File: config.mk
export PLATFORM = sky130hd
export DESIGN_NAME = fract_resampler_core
export DESIGN_NICKNAME = d
export VERILOG_FILES = /design/src/rtl/fract_resamp_pkg.sv /design/src/rtl/fract_resamp_lerp.sv /design/src/rtl/fract_resampler_core.sv
export SDC_FILE = /design/constraint.sdc
export NUM_CORES = 2
export LEC_CHECK = 0
export CORE_MARGIN = 4
export CORE_UTILIZATION = 45
export CTS_BUF_LIST = sky130_fd_sc_hd__clkbuf_2
export CTS_CLUSTER_SIZE = 10
export DETAILED_ROUTE_END_ITERATION = 10
export GPL_TIMING_DRIVEN = 0
export PLACE_DENSITY = 0.6
export SKIP_LAST_GASP = 1
export SLEW_MARGIN = 30
export SYNTH_ARGS = -nofsm -noshare
export SYNTH_HDL_FRONTEND = slang
export SYNTH_SLANG_ARGS = --single-unit
File: constraint.sdc
create_clock -name i_clk -period 9.9 [get_ports i_clk]
set_input_delay 1.485 -clock i_clk [delete_from_list [all_inputs] [get_ports i_clk]]
set_output_delay 1.485 -clock i_clk [all_outputs]
set_load 0.02 [all_outputs]
File: src/rtl/fract_resamp_pkg.sv
// Shared constants for the fractional resampler: settings-bus offsets,
// CTRL register bit positions and the unity-ratio helper.
package fract_resamp_pkg;

  localparam logic [7:0] SR_RATIO_OFS = 8'd0;
  localparam logic [7:0] SR_CTRL_OFS  = 8'd1;

  localparam int CTRL_BYPASS = 0;
  localparam int CTRL_CLEAR  = 1;

  // 1.0 in a fixed-point format with phase_w fractional bits.
  function automatic int unsigned unity_ratio(input int unsigned phase_w);
    return 32'd1 << phase_w;
  endfunction

endpackage

File: src/rtl/fract_resamp_lerp.sv
// One I or Q component of the interpolator: diff/multiply in the first stage,
// round-half-up, shift and saturate in the second. Both stages advance on i_en.
module fract_resamp_lerp #(
  parameter int DATA_W  = 16,
  parameter int PHASE_W = 12
) (
  input  logic                     i_clk,
  input  logic                     i_rst_n,
  input  logic                     i_en,
  input  logic signed [DATA_W-1:0] i_x_prev,
  input  logic signed [DATA_W-1:0] i_x_cur,
  input  logic [PHASE_W-1:0]       i_mu,
  output logic signed [DATA_W-1:0] o_y
);

  localparam int DIFF_W = DATA_W + 1;
  localparam int PROD_W = DATA_W + PHASE_W + 2;
  localparam int SUM_W  = DATA_W + PHASE_W + 3;
  localparam logic [SUM_W-1:0] HALF = SUM_W'(1) << (PHASE_W - 1);

  logic signed [DIFF_W-1:0]      w_diff;
  logic signed [PROD_W-1:0]      w_prod;
  logic signed [SUM_W-1:0]       w_base;
  logic signed [SUM_W-1:0]       w_sum;
  logic signed [SUM_W-1:0]       w_shift;
  logic [SUM_W-DATA_W:0]         w_hi;
  logic signed [DATA_W-1:0]      w_y;

  logic signed [PROD_W-1:0]      r_prod;
  logic signed [DATA_W-1:0]      r_x_prev;
  logic signed [DATA_W-1:0]      r_y;

  assign w_diff = {i_x_cur[DATA_W-1], i_x_cur} - {i_x_prev[DATA_W-1], i_x_prev};
  // mu is a pure fraction: a zero sign bit keeps it non-negative in the signed multiply.
  assign w_prod = $signed({1'b0, i_mu}) * w_diff;

  assign w_base  = {{(SUM_W-DATA_W-PHASE_W){r_x_prev[DATA_W-1]}}, r_x_prev, {PHASE_W{1'b0}}};
  assign w_sum   = w_base + {{(SUM_W-PROD_W){r_prod[PROD_W-1]}}, r_prod} + $signed(HALF);
  assign w_shift = w_sum >>> PHASE_W;
  assign w_hi    = w_shift[SUM_W-1:DATA_W-1];

  always_comb begin
    // NOTE: assign a default first so every path drives w_y and no latch is inferred.
    w_y = w_shift[DATA_W-1:0];
    if (!((&w_hi) || (~|w_hi))) begin
      w_y = w_shift[SUM_W-1] ? {1'b1, {(DATA_W-1){1'b0}}} : {1'b0, {(DATA_W-1){1'b1}}};
    end
  end

  // NOTE: datapath flops are reset as well so o_y (and hence m_tdata) reads 0 after reset.
  always_ff @(posedge i_clk or negedge i_rst_n) begin
    if (!i_rst_n) begin
      // NOTE: sequential state uses non-blocking assignments so all flops update together.
      r_prod   <= '0;
      r_x_prev <= '0;
      r_y      <= '0;
    end else if (i_en) begin
      r_prod   <= w_prod;
      r_x_prev <= i_x_prev;
      r_y      <= w_y;
    end
  end

  assign o_y = r_y;

endmodule

File: src/rtl/fract_resampler_core.sv
// Multi-channel I/Q linear-interpolating fractional resampler with a phase accumulator.
// Optional status counters are built when FRACT_RESAMP_STATUS_EN is defined.
module fract_resampler_core
  import fract_resamp_pkg::*;
#(
  parameter int         DATA_W  = 16,
  parameter int         NUM_CH  = 1,
  parameter int         PHASE_W = 12,
  parameter int         INT_W   = 8,
  parameter logic [7:0] SR_BASE = 8'd128
) (
  input  logic                         i_clk,
  input  logic                         i_rst_n,
  input  logic                         i_set_stb,
  input  logic [7:0]                   i_set_addr,
  input  logic [31:0]                  i_set_data,
  input  logic [2*NUM_CH*DATA_W-1:0]   s_tdata,
  input  logic                         s_tvalid,
  input  logic                         s_tlast,
  output logic                         s_tready,
  output logic [2*NUM_CH*DATA_W-1:0]   m_tdata,
  output logic                         m_tvalid,
  output logic                         m_tlast,
  input  logic                         m_tready,
  output logic [31:0]                  o_in_cnt,
  output logic [31:0]                  o_out_cnt
);

  localparam int              RW         = INT_W + PHASE_W;
  localparam int              DW         = 2 * NUM_CH * DATA_W;
  localparam logic [RW-1:0]   UNITY      = RW'(unity_ratio(PHASE_W));
  localparam logic [7:0]      ADDR_RATIO = SR_BASE + SR_RATIO_OFS;
  localparam logic [7:0]      ADDR_CTRL  = SR_BASE + SR_CTRL_OFS;

  logic [RW-1:0]      r_ratio;
  logic [RW-1:0]      r_pos;
  logic               r_primed;
  logic               r_tlast_pend;
  logic               r_bypass;
  logic [DW-1:0]      r_x_prev;
  logic               r_v1;
  logic               r_last1;
  logic               r_v2;
  logic               r_last2;

  logic               w_en;
  logic               w_set_ratio;
  logic               w_set_ctrl;
  logic               w_clear;
  logic               w_accept;
  logic               w_take;
  logic               w_produce;
  logic               w_out_last;
  logic [RW-1:0]      w_ratio_req;
  logic [RW-1:0]      w_ratio_clamped;
  logic [RW-1:0]      w_pos_nxt;
  logic               w_primed_nxt;
  logic               w_pend_nxt;
  logic [DW-1:0]      w_x_prev_nxt;
  logic [DW-1:0]      w_lerp_prev;
  logic [PHASE_W-1:0] w_mu;
  logic [31:0]        w_unused_set_data;

  assign w_en     = !r_v2 || m_tready;
  assign s_tready = w_en;
  assign m_tvalid = r_v2;
  assign m_tlast  = r_last2;

  assign w_set_ratio     = i_set_stb && (i_set_addr == ADDR_RATIO);
  assign w_set_ctrl      = i_set_stb && (i_set_addr == ADDR_CTRL);
  assign w_clear         = w_set_ctrl && i_set_data[CTRL_CLEAR];
  assign w_ratio_req     = i_set_data[RW-1:0];
  assign w_ratio_clamped = (w_ratio_req < UNITY) ? UNITY : w_ratio_req;
  assign w_unused_set_data = i_set_data;

  // A clear that lands on a handshake drops the beat: it is accepted but never used.
  assign w_accept   = s_tvalid && w_en;
  assign w_take     = w_accept && !w_clear;
  assign w_produce  = w_take && (r_bypass || (r_primed && (r_pos < UNITY)));
  assign w_out_last = s_tlast || r_tlast_pend;

  // Bypass reuses the interpolator with x_prev = x_cur and mu = 0, which yields x_cur exactly.
  assign w_lerp_prev = r_bypass ? s_tdata : r_x_prev;
  assign w_mu        = r_bypass ? '0 : r_pos[PHASE_W-1:0];

  always_comb begin
    w_pos_nxt    = r_pos;
    w_primed_nxt = r_primed;
    w_pend_nxt   = r_tlast_pend;
    w_x_prev_nxt = r_x_prev;
    if (w_clear) begin
      w_pos_nxt    = '0;
      w_primed_nxt = 1'b0;
      w_pend_nxt   = 1'b0;
    end else if (w_take) begin
      if (r_bypass) begin
        w_pend_nxt = 1'b0;
      end else if (!r_primed) begin
        w_primed_nxt = 1'b1;
        w_x_prev_nxt = s_tdata;
        w_pend_nxt   = r_tlast_pend || s_tlast;
      end else begin
        w_x_prev_nxt = s_tdata;
        if (r_pos < UNITY) begin
          w_pos_nxt  = r_pos + r_ratio - UNITY;
          w_pend_nxt = 1'b0;
        end else begin
          w_pos_nxt  = r_pos - UNITY;
          w_pend_nxt = r_tlast_pend || s_tlast;
        end
      end
    end
  end

  always_ff @(posedge i_clk or negedge i_rst_n) begin
    if (!i_rst_n) begin
      r_ratio      <= UNITY;
      r_pos        <= '0;
      r_primed     <= 1'b0;
      r_tlast_pend <= 1'b0;
      r_bypass     <= 1'b0;
      r_x_prev     <= '0;
      r_v1         <= 1'b0;
      r_last1      <= 1'b0;
      r_v2         <= 1'b0;
      r_last2      <= 1'b0;
    end else begin
      if (w_set_ratio) r_ratio <= w_ratio_clamped;
      if (w_set_ctrl)  r_bypass <= i_set_data[CTRL_BYPASS];
      r_pos        <= w_pos_nxt;
      r_primed     <= w_primed_nxt;
      r_tlast_pend <= w_pend_nxt;
      r_x_prev     <= w_x_prev_nxt;
      if (w_en) begin
        r_v1    <= w_produce;
        r_last1 <= w_produce && w_out_last;
        r_v2    <= r_v1;
        r_last2 <= r_v1 && r_last1;
      end
    end
  end

  for (genvar k = 0; k < 2 * NUM_CH; k++) begin : g_comp
    fract_resamp_lerp #(
      .DATA_W  (DATA_W),
      .PHASE_W (PHASE_W)
    ) u_lerp (
      .i_clk    (i_clk),
      .i_rst_n  (i_rst_n),
      .i_en     (w_en),
      .i_x_prev (w_lerp_prev[k*DATA_W +: DATA_W]),
      .i_x_cur  (s_tdata[k*DATA_W +: DATA_W]),
      .i_mu     (w_mu),
      .o_y      (m_tdata[k*DATA_W +: DATA_W])
    );
  end

`ifdef FRACT_RESAMP_STATUS_EN
  logic [31:0] r_in_cnt;
  logic [31:0] r_out_cnt;

  always_ff @(posedge i_clk or negedge i_rst_n) begin
    if (!i_rst_n) begin
      r_in_cnt  <= '0;
      r_out_cnt <= '0;
    end else if (w_clear) begin
      r_in_cnt  <= '0;
      r_out_cnt <= '0;
    end else begin
      if (w_accept)           r_in_cnt  <= r_in_cnt + 32'd1;
      if (r_v2 && m_tready)   r_out_cnt <= r_out_cnt + 32'd1;
    end
  end

  assign o_in_cnt  = r_in_cnt;
  assign o_out_cnt = r_out_cnt;
`else
  assign o_in_cnt  = '0;
  assign o_out_cnt = '0;
`endif

endmodule

# == Word level (Yosys, flattened, before mapping) ==
# Cells that the tools add are included.
# totals
output_inout_bits,99
elab_cells,81
in_bits,78
reg_bits,203
# op_classes
n_eq_ne,3
n_bitwise,2
mul,2
n_reduce_logical,27
addsub,9
mux,20
magnitude_cmp,2
# ops
op,n
20-bit 2-to-1 mux,6
16-bit 2-to-1 mux,4
28-bit by 30-bit adder with 31-bit output,2
"31-bit by 12-bit adder with 31-bit output, second input constant",2
13-bit by 17-bit multiplier with 30-bit output,2
"20-bit by 13-bit less-than comparator with 1-bit output, second input constant",2
"20-bit by 13-bit subtractor with 20-bit output, second input constant",2
16-bit by 16-bit subtractor with 17-bit output,2
32-bit 2-to-1 mux,1
20-bit adder,1
"8-bit == test, second input constant",2
12-bit 2-to-1 mux,1
1-bit logical AND,9
1-bit 2-to-1 mux,8
4-bit AND reduction,2
4-bit OR reduction,2
3-bit AND reduction,2
1-bit logical OR,5
1-bit logical NOT,4
2-bit nonzero test,2
"2-bit by 1-bit != test with 1-bit output, second input constant",1
1-bit NOT,2
2-bit AND reduction,1

# == Depth between registers and ports, before layout ==
# logic_depth
word_depth,7
ltp_mapped,38
ltp_nobuf,35

# == Cells and area by module ==
# A second synthesis with hierarchy kept.
# hier_totals
hier_cells,2983
area_unflattened_um2,27681.5
# by_module_without_submodules
module,area_per_inst_um2,cells_per_inst,instances,seq_area_each_um2
fract_resamp_lerp (g_comp[1].u_lerp),11110.7,1216,1,1276.2
fract_resamp_lerp (g_comp[0].u_lerp),11023.1,1226,1,1276.2
fract_resampler_core,5547.8,541,1,1978.1

# == Least setup slack after synthesis ==
# Ideal clock, no wire load.
# synth_path
path_kind,input port to flip-flop
from,in s_tdata[16]
to,reg g_comp[1].u_lerp.r_prod[29]
setup_time_ns,0.148
slack_ns,0.850
t_required_ns,9.752
path_buffers,1
t_arrival_ns,8.903
stages,32
cell_sequence,mux2_2 ha_1 fa_1 nand3b_1 a21oi_1 o21a_1 o21a_1 o211ai_1 a21boi_0 o31a_1 o31a_1 o22ai_1 buf_2 nand2_1 fa_1 fa_1 inv_1 fa_1 fa_1 inv_1 fa_1 inv_1 ha_1 a211o_1 a2111oi_0 o21ai_0 o221a_4 a41oi_2 o21ai_1 a31oi_1 xnor2_1 a21oi_1
# synth_between
elab_chain_cells,3
# synth_rtl
element,line_no,rtl
start: declaration,fract_resampler_core.sv:17,"input logic [2*NUM_CH*DATA_W-1:0] s_tdata,"
32-bit 2-to-1 mux,fract_resampler_core.sv:83,assign w_lerp_prev = r_bypass ? s_tdata : r_x_prev;
16-bit by 16-bit subtractor with 17-bit output (*),fract_resamp_lerp.sv:33,"assign w_diff = {i_x_cur[DATA_W-1], i_x_cur} - {i_x_prev[DATA_W-1], i_x_prev};"
13-bit by 17-bit multiplier with 30-bit output (*),fract_resamp_lerp.sv:35,"assign w_prod = $signed({1'b0, i_mu}) * w_diff;"
end signal: assignment,fract_resamp_lerp.sv:58,r_prod <= w_prod;
end: declaration,fract_resamp_lerp.sv:29,logic signed [PROD_W-1:0] r_prod;
# Every way passes the cells marked *; elsewhere a longest branch is shown, timed or not.
# A chain may end at the register's enable or synchronous reset.

# == Final worst setup path ==
# layout_path
from,in s_tdata[16]
to,reg g_comp[1].u_lerp.r_prod[29]
# layout_between
elab_chain_cells,3
# layout_rtl
element,line_no,rtl
32-bit 2-to-1 mux,fract_resampler_core.sv:83,
named net g_comp[1].u_lerp.i_x_prev[0],fract_resamp_lerp.sv:10,"input logic signed [DATA_W-1:0] i_x_prev,"
16-bit by 16-bit subtractor with 17-bit output,fract_resamp_lerp.sv:33,
13-bit by 17-bit multiplier with 30-bit output,fract_resamp_lerp.sv:35,
# The timed path passes the listed nets, and every way through them passes these cells.

==> results_dict.tcl <==
set metrics [dict create \
    fin_nets 3950 \
    finalSetupViolations 0 \
    synth_cells 3068 \
    holdCritPathClass "in2async" \
    clockBufferDepth 2 \
    endpoint_kind "register" \
    required_ps 10700 \
    grt_setup_unrepaired "true" \
    cts_hold_buf 0 \
    yosysUniqueCellTypes 84 \
    drc 0 \
    final.min_clock_period_ps 9640 \
    synth-main-ff-cell "dfrtp_1" \
    clk_latency_ps 930 \
    cp.arrival_ps 10440 \
    fin_crit_sh_pct 97.4 \
    max_slew_margin_pct 28.6 \
    r2r_start "r_bypass$_DFFE_PN0P_" \
    io_buffers 100 \
    power_mw 4.31 \
    max_freq_mhz 104 \
    drive_gt1_share_pct 7.22 \
    grt_pass1_vias 22100 \
    slew_viol_final 0 \
    hold_viol_final 0 \
    leakagePower_nw 15.0 \
    path_max_fanout 10 \
    fin_skew_ps 48.9 \
    cp-start-kind "input port" \
    status "complete, no violations" \
    layout_common_cells "inv_1 (538), fa_1 (371), nand2_1 (324), nor2_1 (305), ha_1 (242)" \
    gp_congestion 0.978 \
    ys_warn_count 0 \
    initial_utilization_pct 45.5 \
    yosys_register_bits 181 \
    r2r_end "g_comp[1].u_lerp.r_prod[29]$_DFFE_PN0N_" \
    cts_tree "built" \
    die_x_um 252 \
    design.core.area_sq_um 59100 \
    num_rows 89 \
    power_density_nw_per_um2 145 \
    async_reset_ff_share_pct 100 \
    antenna_found_initial 5 \
    cp_top_family "compound AO/OA/AOI/OAI gates" \
    wl_per_cell_um 20.5 \
    critPathKind "in2reg" \
    dieArea_sq_um 63700 \
    cp_num_cells 33 \
    overflow 0 \
    synth_seq_area_share_pct 16.8 \
    netlist_area_sq_um 26900 \
    grt_max_degree 84 \
    critical_path_buf_inv_count 5 \
    cts.sinks 181 \
    grt_use_total_pct 26.2 \
    synth_edf_count 0 \
    drt_iter0_markers 1525 \
    final_core_util_pct 50.3 \
    final_common_cell "inv_1" \
    routed_wl_um 82700 \
    place_hpwl_um 68400 \
    clockRootBuffer "clkbuf_2" \
    viasPerCell 5.37 \
    cts-buffers-inserted 17 \
    timing.critical_path.mode_cell "fa_1" \
    pin_count 177 \
    grt_pass1_wl_um 128000 \
    num_vias 21700 \
    avgSynthCellArea_sq_um 8.77 \
    irDropWorstVdd_v 0.0000773 \
    rrSetupSlack_ps 340 \
    areaGrowthSynthToFinish_pct 10.6 \
    r2r_cells 33 \
    tightest_slew_ps 1070 \
    fp.dieH_um 252 \
    h-tree-depth 4 \
    drtAntennaViolNets 0 \
    cpPeakStageDelay_ps 630 \
    path_clk_slew_ps 330 \
    slowest_stage "fa_2" \
    tns_ps 0 \
    max-cap-violations 0 \
    drt-pass1-iter-count 7 \
]
==> power by group <==
group / switching, mW / internal (mW)
clock network: 0.321 / 0.0857
logic: 1.76 / 1.09
registers: 0.123 / 0.924
total: 2.21 / 2.10
==> worst reg2reg max path, delay by kind of cell, from the launching register on <==
family / cells / cell delay (ps)
AOI/OAI and AO/OA: 17 / 3930
muxes: 1 / 320
DFF: 1 / 510
and+or+nand+nor: 1 / 90
buffers and inverters: 6 / 920
adders and majority gates: 7 / 3430
xor gates and xnor gates: 1 / 290
==> metrics by stage <==
step | setup WS, ps | std cells | hold slack [ps] | cell area, sq um
3_3_place_gp | -2290 | 4004 | 453 | 29100
2_1_floorplan | 850 | 3131 | 438 | 27100
5_1_grt | -65.2 | 4045 | 204 | 29700
3_5_place_dp | -2100 | 4006 | 465 | 29200
4_1_cts | -91.1 | 4038 | 188 | 29500
6_report | 256 | 4045 | 292 | 29700
==> cells in the mapped netlist (6+ instances only) <==
cell	number	share of area, %
mux2_2	38	1.6
a22o_1	14	0.46
o31ai_1	11	0.31
or2_2	12	0.28
o21ai_1	7	0.13
o22ai_1	7	0.16
nand2_1	324	4.5
a21o_1	45	1.3
a21oi_1	155	2.9
dfrtp_1	180	17
mux2i_1	31	1.2
inv_1	539	7.5
nor3_1	41	0.76
or3_1	8	0.19
o21a_1	21	0.59
nor2b_1	30	0.70
fa_1	373	28
a211oi_1	29	0.81
nand4_1	9	0.21
or4_1	6	0.17
ha_1	242	11
nor2_1	305	4.3
xor2_1	52	1.7
nor4_1	17	0.40
clkbuf_1	101	1.4
buf_2	7	0.13
and2_1	13	0.30
and3_1	9	0.21
buf_1	8	0.11
o21ai_0	85	1.6
a31oi_1	22	0.51
nand3_1	25	0.47
buf_4	66	1.8
o21bai_1	9	0.25
nand2b_1	49	1.1
xnor2_1	87	2.8
a311oi_1	10	0.33
==> worst max path at each step <==
stage	from	to	slack, ps
4_1_cts	s_tdata[0]	g_comp[0].u_lerp.r_prod[29]$_DFFE_PN0N_	-90
2_1_floorplan	s_tdata[16]	g_comp[1].u_lerp.r_prod[29]$_DFFE_PN0N_	850
3_3_place_gp	r_bypass$_DFFE_PN0P_	g_comp[0].u_lerp.r_prod[29]$_DFFE_PN0N_	-2290
3_5_place_dp	r_bypass$_DFFE_PN0P_	g_comp[1].u_lerp.r_prod[27]$_DFFE_PN0N_	-2100
5_1_grt	s_tdata[1]	g_comp[0].u_lerp.r_prod[29]$_DFFE_PN0N_	-70
6_report	s_tdata[16]	g_comp[1].u_lerp.r_prod[29]$_DFFE_PN0N_	260
==> flip-flops by register name, summed over array words and instances (netlist names) <==
register and flops:
r_ratio 20, g_comp.u_lerp.o_y 32, r_pos 20, m_tlast 1
g_comp.u_lerp.r_x_prev 32, r_v1 1, g_comp.u_lerp.r_prod 38, r_tlast_pend 1
r_bypass 1, m_tvalid 1, r_last1 1, r_primed 1
r_x_prev 32
==> final cells by class <==
| type | count | area (sq um) |
|---|---|---|
| diodes | 2 | 5.00 |
| plain buffers | 180 | 973 |
| clock buffers | 17 | 85.1 |
| clock inverters | 15 | 154 |
| fillers | 5678 | 29400 |
| inverters | 539 | 2030 |
| multi-input cells | 2229 | 19900 |
| flip-flops and latches | 181 | 4530 |
| well taps | 773 | 967 |
| repair buffers | 109 | 1110 |
==> cells by family after synthesis <==
logic type | synth area share [%]
simple gates | 14.0
buf+inv | 11.0
fa+ha+maj | 39.0
compound gates | 11.8
flops | 16.8
xor+xnor | 4.59
mux | 2.74
other cells | 0.0139
==> routing by layer <==
| layer | routed length (um) | part of all wire [%] | global-route usage, % |
|---|---|---|---|
| met5 | 0 | 0 | 0 |
| met4 | 2160 | 2.6 | 7.05 |
| met3 | 6850 | 8.3 | 5.12 |
| met2 | 36400 | 44 | 40.4 |
| met1 | 37400 | 45 | 38.1 |
==> what timing repair did <==
item	CTS	global route
buffers inserted	1	6
pin swaps	1	5
resized for setup	24	42
endpoints found under the setup margin	32	16
Power figures use the tool's default switching activity.
